## config.mk

```make
export PLATFORM = sky130hd
export DESIGN_NAME = mac_pe_param
export DESIGN_NICKNAME = d
export VERILOG_FILES = /design/src/rtl/mac_pkg.sv /design/src/rtl/mac_acc_add.sv /design/src/rtl/mac_pe_param.sv
export SDC_FILE = /design/constraint.sdc
export NUM_CORES = 1
export LEC_CHECK = 0
export BUFFER_PORTS_ARGS = -buffer_cell sky130_fd_sc_hd__buf_4
export CAP_MARGIN = 5
export CORE_MARGIN = 2
export CORE_UTILIZATION = 60
export DETAILED_ROUTE_END_ITERATION = 7
export PLACE_DENSITY_LB_ADDON = 0.05
export SLEW_MARGIN = 25
export SYNTH_ARGS = -nofsm -noshare
export SYNTH_HDL_FRONTEND = slang
export SYNTH_SLANG_ARGS = --single-unit
export TNS_END_PERCENT = 50
```

## constraint.sdc

```tcl
create_clock -name clk -period 8.55 [get_ports clk]
set_clock_uncertainty 0.05 [all_clocks]
set_input_delay 1.2825 -clock clk [delete_from_list [all_inputs] [get_ports clk]]
set_output_delay 1.2825 -clock clk [all_outputs]
set_load 0.01 [all_outputs]
```

## src/rtl/mac_pkg.sv

```systemverilog
// ---------------------------------------------------------------------------
// mac_pkg
// Shared definitions for the parametrised MAC processing element.
//   mode_e      : dataflow mode (MODE_OS = output-stationary, MODE_WS = weight-stationary)
//   *_W_DEF     : default operand / accumulator widths
//   sat_add()   : signed add clamped to a 'width'-bit two's complement range;
//                 operands are passed sign-extended to SAT_XW bits (width < 63)
// ---------------------------------------------------------------------------
package mac_pkg;

    typedef enum logic {
        MODE_OS = 1'b0,
        MODE_WS = 1'b1
    } mode_e;

    localparam int unsigned A_W_DEF   = 8;
    localparam int unsigned W_W_DEF   = 8;
    localparam int unsigned ACC_W_DEF = 24;

    localparam int unsigned SAT_XW = 64;

    function automatic logic signed [SAT_XW-1:0] sat_add(
        input logic signed [SAT_XW-1:0] a,
        input logic signed [SAT_XW-1:0] b,
        input int unsigned              width
    );
        logic signed [SAT_XW-1:0] s;
        logic signed [SAT_XW-1:0] hi;
        s  = a + b;
        hi = (64'sd1 <<< (width - 1)) - 64'sd1;
        // ~hi is the most negative value of the target width
        if (s > hi) begin
            return hi;
        end
        if (s < ~hi) begin
            return ~hi;
        end
        return s;
    endfunction

endpackage

```

## src/rtl/mac_acc_add.sv

```systemverilog
// ---------------------------------------------------------------------------
// mac_acc_add
// Stage-2 adder of the MAC PE, shared by the OS accumulate and WS psum paths.
//   a, b  in  ACC_W  signed addends
//   sum   out ACC_W  a + b (wraps; saturates when MAC_PE_SAT_EN is defined)
//   ovf   out 1      the exact sum does not fit in ACC_W signed bits
// ---------------------------------------------------------------------------
module mac_acc_add
    import mac_pkg::*;
#(
    parameter int unsigned ACC_W = ACC_W_DEF
) (
    input  logic [ACC_W-1:0] a,
    input  logic [ACC_W-1:0] b,
    output logic [ACC_W-1:0] sum,
    output logic             ovf
);

    logic [ACC_W-1:0] raw;

    always_comb begin
        raw = a + b;
        // signed overflow: like-signed addends producing an opposite-signed result
        ovf = (a[ACC_W-1] == b[ACC_W-1]) && (raw[ACC_W-1] != a[ACC_W-1]);
`ifdef MAC_PE_SAT_EN
        sum = ACC_W'(sat_add(SAT_XW'(signed'(a)), SAT_XW'(signed'(b)), ACC_W));
`else
        sum = raw;
`endif
    end

endmodule

```

## src/rtl/mac_pe_param.sv

```systemverilog
// ---------------------------------------------------------------------------
// mac_pe_param
// Parametrised systolic MAC processing element, 2-stage pipeline.
//   OS mode: products accumulate locally; clear_i dumps and restarts the acc.
//   WS mode: a held weight multiplies act_in; psum_in is added, result flows south.
// Configuration macro: MAC_PE_SAT_EN -- saturating stage-2 add plus sticky sat_o.
// Ports:
//   clk, rst_n           clock (rising), asynchronous active-low reset
//   mode_i               0 = OS, 1 = WS (quasi-static)
//   clear_i              OS only: dump and zero the accumulator
//   act_in/act_valid_in  activation from west and its qualifier
//   wgt_in/wgt_load_in   weight from north; load strobe for the weight register
//   psum_in              WS partial sum from north, aligned with act_in
//   act_out/act_valid_out, wgt_out   1-cycle registered pass-through
//   psum_out/psum_valid_out          result and qualifier
//   sat_o                sticky overflow flag (MAC_PE_SAT_EN only)
// ACC_W must be >= A_W + W_W and below 63.
// ---------------------------------------------------------------------------
module mac_pe_param
    import mac_pkg::*;
#(
    parameter int unsigned A_W   = A_W_DEF,
    parameter int unsigned W_W   = W_W_DEF,
    parameter int unsigned ACC_W = ACC_W_DEF
) (
    input  logic             clk,
    input  logic             rst_n,
    input  logic             mode_i,
    input  logic             clear_i,
    input  logic [A_W-1:0]   act_in,
    input  logic             act_valid_in,
    input  logic [W_W-1:0]   wgt_in,
    input  logic             wgt_load_in,
    input  logic [ACC_W-1:0] psum_in,
    output logic [A_W-1:0]   act_out,
    output logic             act_valid_out,
    output logic [W_W-1:0]   wgt_out,
    output logic [ACC_W-1:0] psum_out,
    output logic             psum_valid_out
`ifdef MAC_PE_SAT_EN
    ,
    output logic             sat_o
`endif
);

    localparam int unsigned P_W = A_W + W_W;

    mode_e                  mode_in;
    mode_e                  mode_q;
    logic                   mode_chg;
    logic [W_W-1:0]         wgt_reg;
    logic [W_W-1:0]         wgt_op;
    logic signed [P_W-1:0]  prod_d;
    logic signed [P_W-1:0]  prod_q;
    logic [ACC_W-1:0]       prod_ext;
    logic [ACC_W-1:0]       psum_q;
    logic                   v1_q;
    logic [ACC_W-1:0]       acc;
    logic [ACC_W-1:0]       add_a;
    logic [ACC_W-1:0]       add_sum;
    logic                   add_ovf;

    always_comb begin
        mode_in  = mode_e'(mode_i);
        mode_chg = (mode_in != mode_q);
        // wgt_reg is read before any same-cycle load lands
        wgt_op   = (mode_in == MODE_WS) ? wgt_reg : wgt_in;
        prod_d   = P_W'(signed'(act_in)) * P_W'(signed'(wgt_op));
        prod_ext = ACC_W'(prod_q);
        add_a    = (mode_q == MODE_WS) ? psum_q : acc;
    end

    mac_acc_add #(
        .ACC_W (ACC_W)
    ) u_add (
        .a   (add_a),
        .b   (prod_ext),
        .sum (add_sum),
        .ovf (add_ovf)
    );

    // Stage 1: pass-through registers, weight register, product capture
    always_ff @(posedge clk or negedge rst_n) begin
        if (!rst_n) begin
            act_out       <= '0;
            act_valid_out <= 1'b0;
            wgt_out       <= '0;
            wgt_reg       <= '0;
            prod_q        <= '0;
            psum_q        <= '0;
            v1_q          <= 1'b0;
            mode_q        <= MODE_OS;
        end else begin
            act_out       <= act_in;
            act_valid_out <= act_valid_in;
            wgt_out       <= wgt_in;
            if (wgt_load_in) begin
                wgt_reg <= wgt_in;
            end
            prod_q <= prod_d;
            psum_q <= psum_in;
            // a product formed while the mode flips belongs to neither mode
            v1_q   <= act_valid_in & ~mode_chg;
            mode_q <= mode_in;
        end
    end

    // Stage 2: psum_out is a registered image of the accumulator in OS,
    // except on a clear edge where it carries the pre-clear value once.
    always_ff @(posedge clk or negedge rst_n) begin
        if (!rst_n) begin
            acc            <= '0;
            psum_out       <= '0;
            psum_valid_out <= 1'b0;
        end else if (mode_chg) begin
            acc            <= '0;
            psum_out       <= '0;
            psum_valid_out <= 1'b0;
        end else if (mode_q == MODE_OS) begin
            if (clear_i) begin
                psum_out       <= acc;
                psum_valid_out <= 1'b1;
                acc            <= v1_q ? prod_ext : '0;
            end else begin
                psum_valid_out <= 1'b0;
                if (v1_q) begin
                    acc      <= add_sum;
                    psum_out <= add_sum;
                end else begin
                    psum_out <= acc;
                end
            end
        end else begin
            psum_valid_out <= v1_q;
            if (v1_q) begin
                psum_out <= add_sum;
            end
        end
    end

`ifdef MAC_PE_SAT_EN
    logic sat_q;

    always_ff @(posedge clk or negedge rst_n) begin
        if (!rst_n) begin
            sat_q <= 1'b0;
        end else if (!mode_chg) begin
            if ((mode_q == MODE_OS) && clear_i) begin
                sat_q <= 1'b0;
            end else if (v1_q && add_ovf) begin
                sat_q <= 1'b1;
            end
        end
    end

    always_comb begin
        sat_o = sat_q;
    end
`else
    logic unused_ovf;

    always_comb begin
        unused_ovf = add_ovf;
    end
`endif

endmodule
```

==> metrics.md <==
| Metric | Value |
|---|---|
| Status | finished, final reports clean |
| Most common library cell in the layout ignoring fill and taps | dfrtp_1 |
| Number of H-tree levels | 4 |
| Launching instance or port of the critical path | mode_i |
| Storage element area | 2903 um^2 |
| Portion of the clock cycle consumed by the worst path in the final layout | 0.6778 |
| Iter 0 DRT Violations | around 410 |
| Max-slew violation total from the final report | 0 |
| Flip-flop cell with the highest count after synthesis | dfrtp_1 |
| WP data required | roughly 8.9 ns |
| Average wire length per cell after detail routing | 17.83 um |
| Overall power | between 0.003 and 0.004 W |
| Detailed-route via count | 6038 |
| Die area | ~15000 um^2 |
| Number of setup violations in the final report | 0 |
| Largest driver fanout on the critical path | 10 |
| Estimated wirelength of the detail-placed design | roughly 14000 um |
| Class of the tightest hold or removal check | reg2reg |
| Number of unique standard cell types used by synthesis | 61 |
| Aggregate routed wire length | 18680 um |
| Standard cell core area | roughly 13000 um^2 |
| Share of flip-flops with an asynchronous set or reset | 1.000 |
| DRC errors left | 0 |
| PwrDens | 347.5 nW/um^2 |
| Synthesized area | 8184 um^2 |
| Worst Min Path Start | psum_out[12] |
| Most frequent cells in the layout | dfrtp_1 (116), buf_4 (91), inv_1 (87) |
| Number of nets in the finished design | 1014 |
| Leakage power | 4.668 nW |
| Post-synthesis register bit count | 116 |
| Slew @ Worst Pin | 1.068 ns |
| Relative slew slack | 0.2851 |
| TritonCTS Buffers | 17 |
| Maximum root-to-sink buffer count | 2 |
| Number of enable flip-flop cells after synthesis | 0 |
| Floorplan die height | between 100 and 150 um |
| Root Driver | clkbuf_16 |
| Highest clock frequency the design can meet | 0.1726 GHz |
| Leading registers by flop count | acc x24, psum_out x24, psum_q x24 |
| TritonCTS clock tree | yes |
| First-pass GRT wire length | 30810 um |
| Cell chain of the critical path | buf_4 -> mux2i_1 -> nor2b_1 -> fa_1 -> inv_1 -> fa_1 -> inv_1 -> fa_1 -> inv_1 -> fa_1 -> inv_1 -> ha_1 -> o21ai_0 -> a21boi_0 -> o21ai_0 -> a21oi_1 -> or4_1 -> nand3_1 |
| Initial antenna violation count | 0 |
| Clock network latency to the later pin of the worst-skew pair | between 0.4 and 0.5 ns |
| Setup bufs post-CTS | 0 |
| Synthesis Warnings | 0 |
| Number of antenna diodes | 0 |
| GP Congestion | 0.9261 |
| Input/output buffers | 87 |
| Count of pins on the block boundary | between 80 and 90 |
| Maximum vdd ir drop | 0.0001747 V |
| CP arrival | 6.09 ns |
| Area used by multi-input combinational logic | roughly 4800 um^2 |
| Resized Gates After CTS | 0 |
| Total Routing Usage GR | 0.2748 |
| Setup repair after global routing missed its margin | false |
| Startpoint of the worst register-to-register path | wgt_reg[0] |
| Mean instance size in the synthesized netlist | 10.51 um^2 |
| Fill cells | a little under 1000 |
| Count of antenna-violating nets left after detailed routing | 0 |
| Largest net degree at the start of global routing | 60 |
| Critical Path Max Stage Delay | 0.61 ns |
| Count of endpoints failing hold in the final timing report | 0 |
| Seq/Total Area, Yosys | 0.3547 |
| Clock transition at the registers of the reported paths | 0.05 ns |
| Detailed Routing Iterations Pass 1 | 5 |
| Die W | 120.8 um |
| Critical path capture point type | register |
| # Max-Cap Violations | 0 |
| Startpoint-to-endpoint class of the critical path | in2reg |
| Min Tclk post-route | 5.795 ns |
| Remaining Overflow, GRT | 0 |
| Combined buffer and inverter count along the critical path | 5 |
| Post-place instance area | 8924 um^2 |
| Startpoint types | primary input |
| Final instance area | roughly 9500 um^2 |
| Quantity of hold-fixing buffers added after cts | 0 |
| Number of cells produced by synthesis | around 780 |
| Largest delay share family, worst path | adder cells |
| Initial cell density of the core | 0.6156 |
| Number of nets in the synthesized netlist | roughly 930 |
| Area Growth Syn to Fin | 16.60% |
| Vias in the first global route | 6268 |
| CTS sink count | 116 |
| Slowest-stage cell, CP | mux2i_1 |
| Total negative slack | 0 ns |
| Total number of placement rows | 42 |
| Via density per instance | 5.761 |
| Fraction of layout instances using a drive strength above 1 | 0.1972 |
power by group:
group | total (W) | internal, W | switching (W) | leakage [nW]
clock | 0.000742 | 0.000501 | 0.000240 | 0.301
sequential | 0.000776 | 0.000678 | 0.0000973 | 1.45
combinational | 0.00180 | 0.000788 | 0.00101 | 2.92
total | 0.00332 | 0.00197 | 0.00135 | 4.67
cell type report:
class / count / area share
Multi-Input combinational cell: 546 / 0.5020
Sequential cell: 116 / 0.3042
Timing Repair Buffer: 91 / 0.07159
Clock buffer: 23 / 0.04904
Inverter: 87 / 0.03422
Tap cell: 176 / 0.02308
Clock inverter: 9 / 0.01586
final timing paths:
check	endpoint	slack, ns	depth (start not counted)
setup / recovery	prod_q[14]	2.75	18
hold / removal	psum_out[12]	0.44	2
setup reg to reg	prod_q[14]	3.53	17
hold reg to reg	psum_out[12]	0.44	2
max in group asynchronous	prod_q[15]	6.38	2
min in group asynchronous	psum_q[0]	0.86	1
worst register-to-register path, delay by kind of cell, from the launching register on:
| kind | cells | cell delay, ns |
|---|---|---|
| muxes | 1 | 0.54 |
| AOI/OAI and AO/OA | 4 | 0.67 |
| DFF | 1 | 0.37 |
| adders and majority gates | 5 | 2.34 |
| and+or+nand+nor | 3 | 0.79 |
| buffers and inverters | 4 | 0.19 |
per-stage QoR:
step | cells | hold WS [ns] | utilization | setup slack [ns]
finish | 1048 | 0.4395 | 0.7178 | 2.755
global route | 1048 | 0.4622 | 0.7178 | 2.436
CTS | 1048 | 0.4441 | 0.7178 | 2.752
detailed placement | 1016 | 0.4253 | 0.6712 | 2.320
global placement | 1016 | 0.4127 | 0.6712 | 2.503
floorplan | 779 | 0.4173 | - | 2.624
kinds of logic (layout without fill, tap and decap cells):
family	after synthesis	after routing	synth area share
buffers and inverters	117	210	0.05993
AOI/OAI and AO/OA	179	179	0.1556
DFF	116	116	0.3547
adders and majority gates	109	109	0.2180
muxes	51	51	0.06788
xor gates and xnor gates	37	37	0.03960
and+or+nand+nor	170	170	0.1043
synthesized netlist by cell type (all sizes together) (23+ instances only):
master | number | area (um^2)
a21o | 23 | 175.2
nor2 | 34 | 127.6
nor2b | 34 | 212.7
mux2 | 36 | 405.4
inv | 87 | 326.6
o21ai | 41 | 209.0
a21oi | 35 | 182.7
fa | 56 | 1121
xnor2 | 27 | 236.5
ha | 53 | 663.1
dfrtp | 116 | 2903
nand2 | 50 | 187.7
per-layer routing:
layer / up-vias / part of all wire / global-route usage
li1: 2826 / - / -
met1: 2988 / 0.44 / 0.3559
met2: 189 / 0.49 / 0.4601
met3: 35 / 0.046 / 0.06274
met4: 0 / 0.021 / 0.08721
met5: - / 0 / 0
No activity file was read; power rests on OpenSTA's default activity.
